**src/rtl/fetch_pkg.sv**
```systemverilog
// fetch_pkg: shared types and constants for the instruction fetch unit.
//   XLEN       - datapath / PC width
//   INSTR_NOP  - word presented on the ins bus while the queue is empty
//   PC_STEP    - sequential PC increment
//   fetch_state_t  - RUN (issuing) / DRAIN (discarding stale responses)
//   fetch_entry_t  - one queue entry: {pc, instr}
package fetch_pkg;

    localparam int unsigned XLEN      = 32;
    localparam logic [31:0] INSTR_NOP = 32'h00000013;
    localparam logic [31:0] PC_STEP   = 32'd4;

    typedef enum logic [0:0] {
        RUN,
        DRAIN
    } fetch_state_t;

    typedef struct packed {
        logic [XLEN-1:0] pc;
        logic [XLEN-1:0] instr;
    } fetch_entry_t;

endpackage

```
**src/rtl/fetch_fifo.sv**
```systemverilog
// fetch_fifo: synchronous in-order queue with flush.
//   clk, rst            - clock, asynchronous active-low reset
//   push, push_data     - write one entry (ignored when full without a pop)
//   pop                 - remove the head entry (ignored when empty)
//   flush               - discard all entries; wins over push and pop
//   count               - number of valid entries (0..DEPTH)
//   head                - oldest entry, valid only while count != 0
module fetch_fifo #(
    parameter int unsigned DEPTH = 4,
    parameter int unsigned WIDTH = 64
) (
    input  logic                    clk,
    input  logic                    rst,
    input  logic                    push,
    input  logic [WIDTH-1:0]        push_data,
    input  logic                    pop,
    input  logic                    flush,
    output logic [$clog2(DEPTH):0]  count,
    output logic [WIDTH-1:0]        head
);

    localparam int unsigned AW = $clog2(DEPTH);

    logic [WIDTH-1:0] mem_q [DEPTH];
    logic [AW-1:0]    wr_ptr_q;
    logic [AW-1:0]    rd_ptr_q;
    logic [AW:0]      count_q;
    logic             do_push;
    logic             do_pop;

    always_comb begin
        do_pop  = pop && (count_q != '0);
        // A pop frees the slot the push lands in, so full+pop+push is legal.
        do_push = push && ((count_q != (AW+1)'(DEPTH)) || do_pop);
    end

    always_ff @(posedge clk or negedge rst) begin
        if (!rst) begin
            wr_ptr_q <= '0;
            rd_ptr_q <= '0;
            count_q  <= '0;
        end else if (flush) begin
            wr_ptr_q <= '0;
            rd_ptr_q <= '0;
            count_q  <= '0;
        end else begin
            if (do_push) wr_ptr_q <= wr_ptr_q + AW'(1);
            if (do_pop)  rd_ptr_q <= rd_ptr_q + AW'(1);
            if (do_push && !do_pop) begin
                count_q <= count_q + (AW+1)'(1);
            end else if (!do_push && do_pop) begin
                count_q <= count_q - (AW+1)'(1);
            end
        end
    end

    // Storage needs no reset: head is only meaningful while count != 0.
    always_ff @(posedge clk) begin
        if (do_push && !flush) mem_q[wr_ptr_q] <= push_data;
    end

    assign count = count_q;
    assign head  = mem_q[rd_ptr_q];

endmodule

```
**src/rtl/instr_fetch_unit.sv**
```systemverilog
// instr_fetch_unit: sequential-PC fetch stage with an instruction queue and redirect.
//   clk, rst                      - clock, asynchronous active-low reset
//   imem_req_valid/ready/addr     - fetch request to instruction memory
//   imem_rsp_valid/data           - in-order responses, one per accepted request
//   redirect_valid/pc             - one-cycle branch/jump strobe; pc[1:0] ignored
//   ins_valid/ins/ins_pc/ins_ready- queue head toward decode (NOP / pc 0 when empty)
//   stall_cnt, flush_cnt          - only when FETCH_PERF_CNT_EN is defined
// Optional build macro: FETCH_PERF_CNT_EN adds saturating stall/flush counters.
module instr_fetch_unit
    import fetch_pkg::*;
#(
    parameter logic [31:0] RESET_PC   = 32'h00000000,
    parameter int unsigned FIFO_DEPTH = 4
) (
    input  logic        clk,
    input  logic        rst,
    output logic        imem_req_valid,
    input  logic        imem_req_ready,
    output logic [31:0] imem_req_addr,
    input  logic        imem_rsp_valid,
    input  logic [31:0] imem_rsp_data,
    input  logic        redirect_valid,
    input  logic [31:0] redirect_pc,
    output logic        ins_valid,
    output logic [31:0] ins,
    output logic [31:0] ins_pc,
    input  logic        ins_ready
`ifdef FETCH_PERF_CNT_EN
    ,
    output logic [31:0] stall_cnt,
    output logic [31:0] flush_cnt
`endif
);

    localparam int unsigned CW = $clog2(FIFO_DEPTH) + 1;

    fetch_state_t  state_q, state_d;
    logic [31:0]   fetch_pc_q, fetch_pc_d;
    logic [31:0]   pc_tag_q, pc_tag_d;
    logic [CW-1:0] outstanding_q, outstanding_d;
    logic [CW-1:0] drop_q, drop_d;
    logic          req_en_q;

    logic [CW-1:0] fifo_count;
    fetch_entry_t  fifo_head;
    fetch_entry_t  push_entry;
    logic          fifo_push, fifo_pop, fifo_flush;
    logic          req_fire;
    logic [CW:0]   inflight;
    logic [31:0]   redirect_target;
    logic          unused_redirect_lsb;

    assign redirect_target     = {redirect_pc[31:2], 2'b00};
    assign unused_redirect_lsb = ^redirect_pc[1:0];

    fetch_fifo #(
        .DEPTH (FIFO_DEPTH),
        .WIDTH ($bits(fetch_entry_t))
    ) u_fifo (
        .clk       (clk),
        .rst       (rst),
        .push      (fifo_push),
        .push_data (push_entry),
        .pop       (fifo_pop),
        .flush     (fifo_flush),
        .count     (fifo_count),
        .head      (fifo_head)
    );

    // Queued plus in-flight words; requests stop once this fills the queue.
    assign inflight = {1'b0, fifo_count} + {1'b0, outstanding_q};

    // req_en_q holds requests off while reset is asserted.
    assign imem_req_valid = req_en_q && (state_q == RUN) &&
                            (inflight < (CW+1)'(FIFO_DEPTH));
    assign imem_req_addr  = fetch_pc_q;

    assign ins_valid = (fifo_count != '0);
    assign ins       = ins_valid ? fifo_head.instr : INSTR_NOP;
    assign ins_pc    = ins_valid ? fifo_head.pc : '0;

    always_comb begin
        req_fire      = imem_req_valid && imem_req_ready;
        state_d       = state_q;
        fetch_pc_d    = fetch_pc_q;
        pc_tag_d      = pc_tag_q;
        drop_d        = drop_q;
        fifo_push     = 1'b0;
        fifo_flush    = 1'b0;
        fifo_pop      = ins_valid && ins_ready;
        push_entry    = '{pc: pc_tag_q, instr: imem_rsp_data};
        outstanding_d = outstanding_q + CW'(req_fire) - CW'(imem_rsp_valid);

        if (req_fire) fetch_pc_d = fetch_pc_q + PC_STEP;

        if (redirect_valid) begin
            // Everything still in flight (incl. this cycle's accept) becomes stale.
            fetch_pc_d = redirect_target;
            pc_tag_d   = redirect_target;
            fifo_flush = 1'b1;
            fifo_pop   = 1'b0;
            drop_d     = outstanding_d;
            state_d    = (outstanding_d != '0) ? DRAIN : RUN;
        end else begin
            case (state_q)
                RUN: begin
                    if (imem_rsp_valid) begin
                        fifo_push = 1'b1;
                        pc_tag_d  = pc_tag_q + PC_STEP;
                    end
                end
                DRAIN: begin
                    if (imem_rsp_valid) drop_d = drop_q - CW'(1);
                    if (drop_d == '0) state_d = RUN;
                end
                default: state_d = RUN;
            endcase
        end
    end

    always_ff @(posedge clk or negedge rst) begin
        if (!rst) begin
            state_q       <= RUN;
            fetch_pc_q    <= RESET_PC;
            pc_tag_q      <= RESET_PC;
            outstanding_q <= '0;
            drop_q        <= '0;
            req_en_q      <= 1'b0;
        end else begin
            state_q       <= state_d;
            fetch_pc_q    <= fetch_pc_d;
            pc_tag_q      <= pc_tag_d;
            outstanding_q <= outstanding_d;
            drop_q        <= drop_d;
            req_en_q      <= 1'b1;
        end
    end

`ifdef FETCH_PERF_CNT_EN
    logic [32:0] stall_sum;
    logic [32:0] flush_sum;

    always_comb begin
        stall_sum = {1'b0, stall_cnt} + 33'(ins_ready && !ins_valid);
        flush_sum = {1'b0, flush_cnt} + 33'(inflight);
    end

    always_ff @(posedge clk or negedge rst) begin
        if (!rst) begin
            stall_cnt <= '0;
            flush_cnt <= '0;
        end else begin
            stall_cnt <= stall_sum[32] ? '1 : stall_sum[31:0];
            if (redirect_valid) flush_cnt <= flush_sum[32] ? '1 : flush_sum[31:0];
        end
    end
`endif

    // Credit accounting reserves a slot for every accepted request.
    assert property (@(posedge clk) disable iff (!rst)
        !(imem_rsp_valid && !redirect_valid && (state_q == RUN) &&
          (fifo_count == CW'(FIFO_DEPTH))));

endmodule

```
**config.mk**
```make
export PLATFORM = sky130hd
export DESIGN_NAME = instr_fetch_unit
export DESIGN_NICKNAME = d
export VERILOG_FILES = /design/src/rtl/fetch_pkg.sv /design/src/rtl/fetch_fifo.sv /design/src/rtl/instr_fetch_unit.sv
export SDC_FILE = /design/constraint.sdc
export NUM_CORES = 1
export LEC_CHECK = 0
export ABC_AREA = 1
export BUFFER_PORTS_ARGS = -buffer_cell sky130_fd_sc_hd__buf_2
export CORE_ASPECT_RATIO = 0.7
export CORE_MARGIN = 2
export CORE_UTILIZATION = 50
export CTS_CLUSTER_DIAMETER = 30
export CTS_CLUSTER_SIZE = 28
export DETAILED_ROUTE_END_ITERATION = 12
export GPL_TIMING_DRIVEN = 0
export PLACE_DENSITY = 0.7
export SLEW_MARGIN = 5
export SYNTH_ARGS = -nofsm -noshare
export SYNTH_HDL_FRONTEND = slang
export SYNTH_HIERARCHICAL = 1
export SYNTH_SLANG_ARGS = --single-unit
```
**constraint.sdc**
```tcl
create_clock -name clk -period 6.2 [get_ports clk]
set_clock_uncertainty 0.05 [all_clocks]
set_input_delay 1.86 -clock clk [delete_from_list [all_inputs] [get_ports clk]]
set_output_delay 1.86 -clock clk [all_outputs]
set_load 0.005 [all_outputs]
```
* Yosys cells after proc, flatten, opt, wreduce, memory -nomap -nowiden
Memories as Yosys holds them, arrays and structs flattened.
Index checks and enable logic that the tools add are counted.
** Operators by class
- Muxes and demuxes :: 30
- Bitwise gates (word level) :: 1
- Equal/unequal tests :: 2
- Add/sub/neg operators :: 10
- $lt $le $gt $ge :: 1
- Reduce and logical (&&, ||, !) cells :: 23
** Operators by type and width (number)
- 32-bit two-way mux :: 7
- 32-bit by 3-bit adder with 32-bit output, second input constant :: 2
- 3-bit two-way mux :: 8
- 1-bit two-way mux :: 11
- 2-bit nonzero test :: 5
- 1-bit logical AND :: 9
- 3-bit nonzero test :: 3
- 2-bit two-way mux :: 4
- 3-bit by 1-bit subtractor with 3-bit output, second input constant :: 2
- 2-bit by 1-bit adder with 2-bit output, second input constant :: 2
- 3-bit by 3-bit adder with 4-bit output :: 1
- 4-bit by 3-bit < comparator with 1-bit output, second input constant :: 1
- 3-bit by 1-bit adder with 3-bit output :: 1
- 3-bit by 1-bit adder with 3-bit output, second input constant :: 1
- 1-bit zero test :: 3
- 3-bit zero test :: 1
- 3-bit != test, second input constant :: 1
- 3-bit by 1-bit subtractor with 3-bit output :: 1
- 2-bit != test, second input constant :: 1
- 2-bit AND reduction :: 1
- 1-bit logical OR :: 1
- 1-bit NOT :: 1
** Storage, ports and cells
- Input port bits :: 70
- Memory bits (writable) :: 256
- Output and inout port bits :: 98
- Memories :: 1
- Bits in registers :: 79
** Memory list
- u_fifo.mem_q :: words 4, bits a word 64, rd ports 1, clocked after Yosys merged registers in 0, wr ports 1, RTL line fetch_fifo.sv:24 : logic [WIDTH-1:0] mem_q [DEPTH];

* Longest topological paths before layout
- Depth in word-level cells :: 11
- Gate-level depth with buffers :: 16
- Mapped depth without buffers :: 14

* Hierarchy
Netlist, hierarchy kept.
** Modules (own cells, without submodules)
- fetch_fifo :: times used 1, cells an instance 687, area an instance 9977.1 µm²
- instr_fetch_unit :: times used 1, cells an instance 821, area an instance 5346.4 µm²

* Least setup slack after synthesis
OpenSTA, ideal clock, no wires.
- Kind :: input to register
- Start :: in redirect_valid
- End :: mem u_fifo.mem_q[0][0] (enable)
- Cell stages on the path :: 9
- Required time :: 5.664 ns
- Setup time :: 0.486 ns
- Data arrival time :: 5.516 ns
- Setup slack :: 0.148 ns
- Cells stage by stage :: buf_2 > inv_2 > buf_6 > nand2_1 > nor2_1 > nor2_1 > nand2_1 > nand3_1 > nor2_1
** Between the ends
- Word-level cells in the longest chain between the ends :: 7
- Elaborated cells between the ends (all ways) :: 10
- Classes of those cells :: 5 x mux; 5 x reduce/logical
** RTL lines
- start, declared :: RTL line instr_fetch_unit.sv:22 : input logic redirect_valid,
- 1-bit two-way mux :: RTL line instr_fetch_unit.sv:96 : if (redirect_valid) begin
- net fifo_pop :: RTL line instr_fetch_unit.sv:47 : logic fifo_push, fifo_pop, fifo_flush;
- 1-bit logical AND :: RTL line fetch_fifo.sv:32 : do_pop = pop && (count_q != '0);
- 1-bit logical OR :: RTL line fetch_fifo.sv:34 : do_push = push && ((count_q != (AW+1)'(DEPTH)) || do_pop);
- 1-bit logical AND :: RTL line fetch_fifo.sv:34
- 1-bit logical AND :: RTL line fetch_fifo.sv:59 : if (do_push && !flush) mem_q[wr_ptr_q] <= push_data;
- 1-bit two-way mux :: RTL line fetch_fifo.sv:59
- 1-bit two-way mux (implied by the code) :: RTL line fetch_fifo.sv:59
- end, declared :: RTL line fetch_fifo.sv:24
The timed path passes the listed nets, and every way through them passes these cells.

* Final worst setup path
- Start :: reg u_fifo.count_q[0] (netlist: u_fifo/count[0])
- End :: out ins_pc[12]
** Between the ends
- Word-level cells in the longest chain between the ends :: 2
** RTL lines
- start, declared :: RTL line fetch_fifo.sv:27 : logic [AW:0] count_q;
- start signal, assigned :: RTL line fetch_fifo.sv:50 : count_q <= count_q + (AW+1)'(1);
- start signal, assigned :: RTL line fetch_fifo.sv:52 : count_q <= count_q - (AW+1)'(1);
- 3-bit nonzero test :: RTL line instr_fetch_unit.sv:78 : assign ins_valid = (fifo_count != '0);
- 32-bit two-way mux :: RTL line instr_fetch_unit.sv:80 : assign ins_pc = ins_valid ? fifo_head.pc : '0;
- end, declared :: RTL line instr_fetch_unit.sv:26 : output logic [31:0] ins_pc,
No other way between the ends.

==> flow_summary.toml <==
[routing]
drtAntennaViolNets = 0
viasPerCell = 5.316
drc = 0
vias = 11680
finalWirelength_mm = 38.93
dr.pass1.iters = 5
avgRoutedWirePerCell_um = 17.73
initialDrtViolationCount = 1098

[cts]
cts_buffer_depth = 3
path_clk_slew_ps = 50
cts_buffers = 50
cts_setup_buffers = 0
ctsResizeCount = 0
cts_root_buffer = "clkbuf_16"
cts_sinks = 331
insertion_delay_ps = 560
cts_tree = "done"
cts.htree.levels = 2
postCtsHoldBufs = 0

[floorplanning]
num_rows = 53
start_util = 0.5090
pin_count = 168
die_h_um = 150.5
coreArea_um2 = 30110
chipWidth_um = 213.2
dieArea_um2 = 32090

[finish]
instances_no_fill = 2196
regArea_um2 = 9564
synthToLayoutAreaGrowth_pct = 22.11
antenna_cells = 0
final_common_cell = "nor2_1"
num-fill-cells = 2439
drive_above_1_share = 0.2091
final_net_count = 1826
final_cell_mix = "nor2_1, edfxtp_1, nand2_1"
layout.cell_area.non_filler_um2 = 18710
multi_input_area_um2 = 4766

[logic_synthesis]
yosys_warnings = 6
synth-seq-area-share = 0.6242
synth.area.mux_share = 0
ys_ff_latch = 331
synth-edff-count = 256
synth-simple-area-share = 0.1830
synth_cell_type_count = 45
postSynthCellCount = 1508
async_flop_share = 0.2266
synth_compound_area_frac = 0.09553
netlist_area_um2 = 15320
synth_xor_area_frac = 0.01543
avgSynthCellArea_um2 = 10.16
yosys.area_share.adder = 0.01241
ys.flop_type = "edfxtp_1"
synth_top_family_by_area = "simple AND/OR/NAND/NOR gates"

[placement]
gp_congestion = 0.9241
dpl.cell_count = 2102
hpwl_mm = 26.89
portBuffers = 163
placed_cell_area_um2 = 16950

[critical_path]
cp-startpoint = "u_fifo/count[0]"
critPathCapture = "ins_pc[12]"
start_kind = "register"
r2r_slack_ps = 2370
timing.rr.start = "u_fifo/count[0]"
arrival_ps = 3100
rr_endpoint = "u_fifo/mem_q[1][6]"
rr_worst_depth = 10
crit_fanout = 10
worst-endpoint-required_ps = 4290
critPathKind = "register to output pin"
critPathCaptureType = "output pin"

[sta]
slew_viol_final = 0
worst_slew_pin_slew_ps = 1047
fin_crit_sh = 0.8076
tns_ps = 0
rsz0062_at_grt = "false"
hold_viol = 0
setup_viol = 0
relSlewSlack = 0.2963
period_needed_ps = 5007
fmax_mhz = 199.7

[global_routing]
grt_pass1_vias = 10970
grt_pass1_wl_mm = 60.04
grt_usage = 0.2450
gr-total-overflow = 0
grt_max_degree = 47
antenna_found_initial = 0

[job]
maxCapViolCount = 0

[pwr]
p_per_area_nw_per_um2 = 343.5
leakage_nw = 7.875
total_power_mw = 6.427
irDropWorstVdd_uv = 199.9

[outcome]
status = "finished clean"

[min_path]
min-delay-path-class = "register to register"
## power breakdown
group / total [mW] / internal (mW) / switching, mW
Combinational: 0.833 / 0.312 / 0.522
Clock: 2.88 / 1.84 / 1.05
Sequential: 2.71 / 2.54 / 0.167
## kinds of logic after synthesis
| group | after synthesis |
|---|---|
| AO/OA/AOI/OAI | 263 |
| buffers and inverters | 235 |
| XOR/XNOR | 27 |
| flip-flops | 331 |
| adder cells (fa/ha/maj) | 14 |
| other | 2 |
| AND/OR/NAND/NOR | 636 |
## metrics by stage
step | utilization | worst slack [ps] | hold WS (ps)
finish | 0.6215 | 1193 | 465.1
global route | 0.6215 | 1065 | 481.4
CTS | 0.6215 | 1156 | 461.6
detailed placement | 0.5630 | 1144 | 448.4
global placement | 0.5543 | -2421 | 451.0
floorplan | - | 147.6 | 414.0
## synth_stat cells, types with 14 or more instances
cell	count	area share
a21oi_1	14	0.0046
buf_2	22	0.0072
clkbuf_1	23	0.0056
dfrtp_1	75	0.12
edfxtp_1	256	0.50
inv_1	157	0.038
nand2_1	226	0.055
nand3_1	75	0.024
nor2_1	262	0.064
nor2_4	14	0.010
o211ai_1	15	0.0073
o21ai_0	105	0.034
o21ai_1	54	0.018
o22ai_1	65	0.027
xor2_1	22	0.013
## worst min path at each step
stage | from | slack [ps] | cells after the start | to
global route | outstanding_q[2] | 480 | 1 | outstanding_q[2]
finish | outstanding_q[2] | 470 | 1 | outstanding_q[2]
CTS | outstanding_q[2] | 460 | 1 | outstanding_q[2]
floorplan | outstanding_q[2] | 410 | 1 | outstanding_q[2]
global placement | outstanding_q[2] | 450 | 1 | outstanding_q[2]
detailed placement | outstanding_q[2] | 450 | 1 | outstanding_q[2]
## critical path, cell delays in order (launching register included)
cell	delay (ps)
dfrtp_1	410
nor3_1	860
clkbuf_1	630
buf_2	370
nor2_1	120
buf_2	140
## routing by layer
metal / vias up / part of all wire / track usage / wire length [µm]
met1: 5567 / 0.45 / 0.3521 / 17340
li1: 5578 / - / - / -
met5: - / 0 / 0 / 0
met3: 58 / 0.079 / 0.03963 / 3076
met4: 0 / 0.015 / 0.05833 / 596
met2: 472 / 0.46 / 0.3936 / 17920
## sequential cells by signal, summed over array words and instances (netlist names)
| name | count |
|---|---|
| drop_q | 3 |
| imem_req_addr | 30 |
| outstanding_q | 3 |
| pc_tag_q | 30 |
| req_en_q | 1 |
| state_q | 1 |
| u_fifo/count | 3 |
| u_fifo/mem_q | 256 |
| u_fifo/rd_ptr_q | 2 |
| u_fifo/wr_ptr_q | 2 |
## cell type report
| type | instances | share of cell area |
|---|---|---|
| flip-flops and latches | 331 | 0.5111 |
| multi-input cells | 951 | 0.2547 |
| clock buffers | 54 | 0.06988 |
| repair buffers | 173 | 0.05603 |
| inverters | 170 | 0.03464 |
| well taps | 412 | 0.02755 |
| clock inverters | 40 | 0.02421 |
| plain buffers | 65 | 0.02187 |
No activity file was read; power rests on OpenSTA's default activity.
